===== src/rtl/instruction_fetch_unit.sv =====
// Fetch stage: owns the PC, issues one outstanding instruction-memory request at a time
// and presents the returned word to decode; execute redirects squash stale fetches.
module instruction_fetch_unit #(
    parameter logic [31:0] RESET_VECTOR    = 32'h0000_0000,
    parameter logic [31:0] NOP_INSTRUCTION = 32'h0000_0013
) (
    input  logic        pll_1_200MHz,
    input  logic        pll_1_locked_synced,
    output logic        imem_req_valid,
    input  logic        imem_req_ready,
    output logic [31:0] imem_req_addr,
    input  logic        imem_rsp_valid,
    input  logic [31:0] imem_rsp_data,
    output logic        fetch_valid,
    input  logic        decode_ready,
    output logic [31:0] fetch_instruction,
    output logic [31:0] fetch_pc,
    output logic [31:0] fetch_pc_plus_4,
    input  logic        redirect_valid,
    input  logic [31:0] redirect_target,
    output logic        fetch_misaligned,
    output logic [31:0] fetch_count
);

    localparam int unsigned XLEN = 32;
    localparam logic [XLEN-1:0] PC_STEP = XLEN'(4);

    typedef enum logic [1:0] {
        S_REQ  = 2'd0,
        S_WAIT = 2'd1,
        S_HOLD = 2'd2
    } state_t;

    state_t          state;
    logic [XLEN-1:0] pc;
    logic            discard;

    // Request is suppressed during reset and on the cycle a redirect changes the PC
    assign imem_req_valid = pll_1_locked_synced && (state == S_REQ) && !redirect_valid;
    assign imem_req_addr  = pc;

    always_ff @(posedge pll_1_200MHz or negedge pll_1_locked_synced) begin
        if (!pll_1_locked_synced) begin
            state             <= S_REQ;
            pc                <= RESET_VECTOR;
            discard           <= 1'b0;
            fetch_valid       <= 1'b0;
            fetch_instruction <= NOP_INSTRUCTION;
            fetch_pc          <= RESET_VECTOR;
            fetch_pc_plus_4   <= RESET_VECTOR + PC_STEP;
            fetch_misaligned  <= 1'b0;
            fetch_count       <= '0;
        end else begin
            fetch_misaligned <= 1'b0;
            if (redirect_valid) begin
                // Redirect wins over every other event in every state
                pc               <= {redirect_target[XLEN-1:2], 2'b00};
                fetch_misaligned <= |redirect_target[1:0];
                case (state)
                    S_REQ: state <= S_REQ;
                    S_WAIT: begin
                        if (imem_rsp_valid) begin
                            discard <= 1'b0;
                            state   <= S_REQ;
                        end else begin
                            discard <= 1'b1;
                        end
                    end
                    S_HOLD: begin
                        fetch_valid       <= 1'b0;
                        fetch_instruction <= NOP_INSTRUCTION;
                        if (decode_ready) begin
                            fetch_count <= fetch_count + XLEN'(1);
                        end
                        state <= S_REQ;
                    end
                    default: state <= S_REQ;
                endcase
            end else begin
                case (state)
                    S_REQ: begin
                        if (imem_req_ready) begin
                            state <= S_WAIT;
                        end
                    end
                    S_WAIT: begin
                        if (imem_rsp_valid) begin
                            if (discard) begin
                                discard <= 1'b0;
                                state   <= S_REQ;
                            end else begin
                                fetch_instruction <= imem_rsp_data;
                                fetch_pc          <= pc;
                                fetch_pc_plus_4   <= pc + PC_STEP;
                                pc                <= pc + PC_STEP;
                                fetch_valid       <= 1'b1;
                                state             <= S_HOLD;
                            end
                        end
                    end
                    S_HOLD: begin
                        if (decode_ready) begin
                            fetch_valid       <= 1'b0;
                            fetch_instruction <= NOP_INSTRUCTION;
                            fetch_count       <= fetch_count + XLEN'(1);
                            state             <= S_REQ;
                        end
                    end
                    default: state <= S_REQ;
                endcase
            end
        end
    end

endmodule


===== config.mk =====
export PLATFORM = sky130hd
export DESIGN_NAME = instruction_fetch_unit
export DESIGN_NICKNAME = d
export VERILOG_FILES = /design/src/rtl/instruction_fetch_unit.sv
export SDC_FILE = /design/constraint.sdc
export NUM_CORES = 1
export LEC_CHECK = 0
export BUFFER_PORTS_ARGS = -buffer_cell sky130_fd_sc_hd__buf_4
export CELL_PAD_IN_SITES_DETAIL_PLACEMENT = 1
export CELL_PAD_IN_SITES_GLOBAL_PLACEMENT = 2
export CORE_MARGIN = 3
export CORE_UTILIZATION = 30
export CTS_BUF_LIST = sky130_fd_sc_hd__clkbuf_16
export DETAILED_ROUTE_END_ITERATION = 8
export PLACE_DENSITY = 0.89
export SKIP_LAST_GASP = 1
export SYNTH_ARGS = -nofsm -noshare
export SYNTH_HDL_FRONTEND = slang
export SYNTH_SLANG_ARGS = --single-unit

===== constraint.sdc =====
create_clock -name pll_1_200MHz -period 2.6 [get_ports pll_1_200MHz]
set_input_delay 0.13 -clock pll_1_200MHz [delete_from_list [all_inputs] [get_ports pll_1_200MHz]]
set_output_delay 0.13 -clock pll_1_200MHz [all_outputs]
set_load 0.05 [all_outputs]

==> impl_metrics.tcl, run 1 <==
set metrics [dict create \
    worstReg2RegEnd "imem_req_addr[26]" \
    postCtsSetupRepairBufs 0 \
    final_nets 1082 \
    yosysMostFrequentCell "nand2_1" \
    dp_hpwl_um 16600 \
    viasPerCell 4.66 \
    drt-wirelength-per-cell_um 17.9 \
    diodes 0 \
    antenna_found_initial 0 \
    cp-end-kind "flop" \
    async_flop_share 1.00 \
    cap_violations 0 \
    cts_tree "done" \
    arrival_ps 2560 \
    drt_wl_total_um 24000 \
    gp_congestion 0.786 \
    n_fill_cell 2697 \
    die_x_um 161 \
    layout-drive-gt1-share 0.289 \
    vias 6237 \
    hold_violations 0 \
    cp-startpoint "imem_req_addr[2]" \
    grt_pass1_wl_um 38200 \
    regArea_sq_um 3980 \
    clock_skew_ps 10.3 \
    clk_transition_reported_paths_ps 70 \
    ios 233 \
    fmax_mhz 440 \
    hold_buffers 66 \
    grt_busiest_layer "met2" \
    crit_type "reg2reg" \
    cp_max_fo 7 \
    grt_max_degree 68 \
    hold_class "in2reg" \
    rsz0062_at_grt "no" \
    grtUsageMet2 0.318 \
    instances_no_fill 1339 \
    fp-row-count 56 \
    firstDrtPassIters 6 \
    start_util 0.305 \
    clk_latency_ps 430 \
    cts-root-buf "clkbuf_16" \
    portBuffers 226 \
    dp_cells 1241 \
    relSlewSlack 0.614 \
    drt_iter0_drc 263 \
    postSynthAreaPerCell_sq_um 9.96 \
    ys_seq_area_frac 0.554 \
    synth_top_area_frac 0.539 \
    multiInputGateArea_sq_um 3000 \
    rr_worst_depth 6 \
    synth_top_cell_by_area "dfrtp_1" \
    use_met1 0.236 \
    syn_area_sq_um 7190 \
    irDropWorstVdd_uv 502 \
    period_share 0.874 \
    use_met3 0.0371 \
    min_from "decode_ready" \
    synth_common_cells "nand2_1, dfrtp_1, o21ai_0" \
    ctsResizeCount 0 \
    fp.coreArea_sq_um 23500 \
    ys.flop_type "dfrtp_1" \
    worstSetupEndpoint "imem_req_addr[26]" \
    period_minus_slack_ps 2270 \
    clk_path_buf_depth 2 \
    status "finished clean" \
    ys_warn_count 0 \
    cts_num_sinks 159 \
    fin_tns_setup_ps 0 \
    reg2reg_from "imem_req_addr[2]" \
    dieHeight_um 161 \
    gr-usage-all-layers 0.186 \
    drv_slew 0 \
    required_ps 2890 \
    synth_edf_count 0 \
    syn_to_final_growth_pct 46.2 \
    synth_cell_types 43 \
    leakagePower_nw 4.98 \
    synth_cells 722 \
    drc_errors 0 \
    h-tree-depth 4 \
    synth.area.top_cells "dfrtp_1, nand2_1, xnor2_1" \
    cts_inserted_buffers 17 \
    grt_pass1_vias 6730 \
    ant_nets 0 \
    finalSetupViolCount 0 \
    reg2reg_slack_ps 330 \
    synth-seq-cells 159 \
    gr-total-overflow 0 \
    tightestPinTransition_ps 580 \
    dieArea_sq_um 25900 \
    start_kind "flop" \
    power_density_nw_per_um2 1110 \
]
[layout make-up]
cell class	instances	area share
Clock buffer	17	0.0405
Clock inverter	15	0.0129
Inverter	8	0.00286
Multi-Input combinational cell	510	0.285
Sequential cell	159	0.379
Tap cell	319	0.0380
Timing Repair Buffer	311	0.242
[cells in the final DEF (no fill, tap or decap), types with 2 or more instances in the layout]
cell / instances
a21oi_1: 6
a22o_1: 30
and2_1: 5
and3_1: 14
and4_1: 7
buf_12: 3
buf_4: 241
clkbuf_16: 17
clkinv_2: 2
clkinv_4: 2
clkinvlp_4: 4
conb_1: 6
dfrtp_1: 155
dfstp_2: 4
dlygate4sd3_1: 66
ha_1: 5
inv_1: 8
inv_6: 5
nand2_1: 177
nand2b_1: 3
nand3_1: 30
nand4_1: 18
nor2_1: 22
nor2b_1: 5
nor3_1: 4
nor3_2: 4
nor4_1: 3
o21ai_0: 53
o21ai_1: 9
or4_1: 2
xnor2_1: 51
xor2_1: 37
[metrics by stage]
stage | hold WS, ps | total power (W) | worst slack, ps | cell area (sq um) | utilization
after detailed placement | 22.3 | 0.00919 | 337 | 9290 | 0.395
after global routing | 22.4 | 0.0122 | 167 | 10500 | 0.447
after CTS | 12.6 | 0.0118 | 312 | 10500 | 0.447
after floorplan | -166 | 0.00731 | 274 | 7210 | -
after global placement | 19.8 | 0.00909 | 424 | 9290 | 0.395
final | 31.1 | 0.0116 | 326 | 10500 | 0.447
[cell families (layout without fill, tap and decap cells)]
logic type,Yosys count,after routing,synth area share
other,1,6,0.000521
XOR/XNOR,88,88,0.107
buffers and inverters,58,351,0.0350
adder cells (fa/ha/maj),5,5,0.00870
flip-flops,159,159,0.554
AO/OA/AOI/OAI,104,104,0.0898
multiplexers,2,2,0.00296
AND/OR/NAND/NOR,305,305,0.202
[flip-flops by register name, summed over array words and instances (netlist names)]
signal	count
fetch_count	32
fetch_instruction	32
fetch_pc	30
fetch_pc_plus_4	30
imem_req_addr	30
state	2
discard	1
fetch_misaligned	1
fetch_valid	1
[worst max-delay path: stages (launching register included)]
cell and delay [ps]:
dfrtp_1 470, ha_1 260, nand2_1 200, or4_1 740, nor3_2 250, xnor2_1 130
o21ai_1 80
[worst min-delay path by stage]
stage	to	slack, ps	depth (start not counted)
after floorplan	discard	-170	0
after global placement	fetch_pc[22]	20	1
after detailed placement	fetch_pc[22]	20	1
after CTS	fetch_count[0]	10	3
after global routing	fetch_count[0]	20	3
final	fetch_count[0]	30	3
[metal layers]
metal  share of wire  vias to the layer above
met4           0.018                        0
met5               0                        -
met1            0.43                     3119
li1                -                     2968
met2            0.51                      128
met3           0.040                       22
[where the power goes]
group	switching [W]	internal, W	total, W
Combinational	0.00381	0.00163	0.00544
Sequential	0.000520	0.00325	0.00377
Clock	0.00111	0.00133	0.00244
Total	0.00544	0.00620	0.0116
(Power assumes the default switching activity.)
==> run 2: changes to the inputs <==
--- a/config.mk
+++ b/config.mk
@@ -7,12 +7,12 @@
 export LEC_CHECK = 0
 export BUFFER_PORTS_ARGS = -buffer_cell sky130_fd_sc_hd__buf_4
 export CELL_PAD_IN_SITES_DETAIL_PLACEMENT = 1
-export CELL_PAD_IN_SITES_GLOBAL_PLACEMENT = 2
+export CELL_PAD_IN_SITES_GLOBAL_PLACEMENT = 1
 export CORE_MARGIN = 3
-export CORE_UTILIZATION = 30
+export CORE_UTILIZATION = 38
 export CTS_BUF_LIST = sky130_fd_sc_hd__clkbuf_16
 export DETAILED_ROUTE_END_ITERATION = 8
-export PLACE_DENSITY = 0.89
+export PLACE_DENSITY = 0.9
 export SKIP_LAST_GASP = 1
 export SYNTH_ARGS = -nofsm -noshare
 export SYNTH_HDL_FRONTEND = slang
==> impl_metrics.tcl, run 2 (synthesis gave the netlist of run 1 again) <==
set metrics [dict create \
    status "finished clean" \
    period_share 0.886 \
    cp_slowest_cell "nor4_1" \
    pre_cts_slack_ps 319 \
    cts_num_sinks 159 \
    cts_inserted_buffers 17 \
    firstDrtPassIters 4 \
    cp_max_fo 6 \
    grt_pass1_vias 6919 \
    drt-wirelength-per-cell_um 19.9 \
    use_met3 0.0459 \
    hold_violations 0 \
    path_cells "inv_1 -> ha_1 -> and3_1 -> nand2_1 -> nor4_1 -> nand3_1 -> xnor2_1" \
    layout_common_cells "buf_4, nand2_1, dfrtp_1" \
    irDropWorstVdd_uv 810 \
    gr-total-overflow 0 \
    final_nets 1082 \
    fp-row-count 49 \
    crit_family "simple AND/OR/NAND/NOR gates" \
    hold_class "in2reg" \
    required_ps 2900 \
    dieHeight_um 144 \
    crit_type "reg2reg" \
    cts-root-buf "clkbuf_16" \
    vias 6499 \
    period_minus_slack_ps 2300 \
    layout-drive-gt1-share 0.289 \
    grt_max_degree 100 \
    clk_latency_ps 420 \
    syn_to_final_growth_pct 44.7 \
    layout_commonest_cell "buf_4" \
    fin_tns_setup_ps 0 \
    start_kind "flop" \
    tightestPinTransition_ps 756 \
    use_met1 0.289 \
    dieArea_sq_um 20600 \
    die_x_um 144 \
    ctsResizeCount 0 \
    leakagePower_nw 4.98 \
    gr-usage-all-layers 0.239 \
    drc_errors 0 \
    cap_violations 0 \
    gp_congestion 0.824 \
    h-tree-depth 4 \
    finalSetupViolCount 0 \
    ant_nets 0 \
    grt_pass1_wl_um 38500 \
    max_stage_delay_ps 620 \
    arrival_ps 2600 \
    grtUsageMet2 0.412 \
    p_total_w 0.0117 \
    ios 233 \
    top_regs "fetch_count: 32 flops, fetch_instruction: 32 flops" \
    rsz0062_at_grt "no" \
    fp.coreArea_sq_um 18300 \
    cts_tree "done" \
    antenna_found_initial 0 \
    hold_slack_ps 82.1 \
    cp-end-kind "flop" \
    drt_iter0_drc 300 \
    dp_hpwl_um 16400 \
    layout_setup_ws_ps 296 \
    fmax_mhz 434 \
    drv_slew 0 \
    relSlewSlack 0.496 \
    clk_path_buf_depth 2 \
    clk_transition_reported_paths_ps 60 \
    power_density_nw_per_um2 1130 \
    portBuffers 226 \
    start_util 0.394 \
    drt_wl_total_um 24800 \
    grt_busiest_layer "met2" \
    viasPerCell 5.20 \
    critPathBufInv 1 \
    clock_skew_ps 11.9 \
]
[run 2: report_power, final]
group | total, W | switching (W) | leakage (nW) | internal [W]
clock network | 0.00240 | 0.00107 | 0.268 | 0.00133
registers | 0.00382 | 0.000569 | 2.04 | 0.00325
logic | 0.00549 | 0.00386 | 2.68 | 0.00163
[run 2: timing repair]
action,in CTS,in global routing
hold buffers,66,0
buffers inserted,0,0
hold endpoints to repair,219,0
[run 2: layout make-up]
type / instances / area [sq um]
fillers: 2042 / 7870
flip-flops and latches: 159 / 3980
multi-input cells: 510 / 3000
repair buffers: 311 / 2540
clock buffers: 17 / 425
well taps: 229 / 287
clock inverters: 15 / 136
inverters: 8 / 30.0
diodes: 1 / 2.50
[run 2: worst paths after layout]
check                                          start                   end  slack [ps]  depth (start not counted)
worst max-delay path                        state[0]       fetch_count[30]         300                          7
worst min-delay path                    decode_ready        fetch_count[0]          80                          3
max in group asynchronous        pll_1_locked_synced     imem_req_addr[15]        1620                          3
worst max register to register              state[0]       fetch_count[30]         300                          7
worst min register to register  fetch_instruction[4]  fetch_instruction[4]         460                          2
min in group asynchronous        pll_1_locked_synced        fetch_count[0]         320                          3
[run 2: metrics by stage]
step | cell area, sq um | utilization | cells
2_1_floorplan | 7210 | - | 727
3_3_place_gp | 9180 | 0.502 | 1151
3_5_place_dp | 9180 | 0.502 | 1151
4_1_cts | 10400 | 0.569 | 1249
5_1_grt | 10400 | 0.569 | 1249
6_report | 10400 | 0.569 | 1250
[run 2: worst register-to-register path, stage by stage (launching register included)]
cell and delay (ps):
dfrtp_1 400, inv_1 90, ha_1 240, and3_1 320, nand2_1 140, nor4_1 620
nand3_1 210, xnor2_1 170
[run 2: layer usage]
metal / vias to the layer above / wire (um)
met5: - / 0
met4: 0 / 1190
met3: 62 / 1030
met2: 197 / 12700
met1: 3268 / 9910
li1: 2972 / -
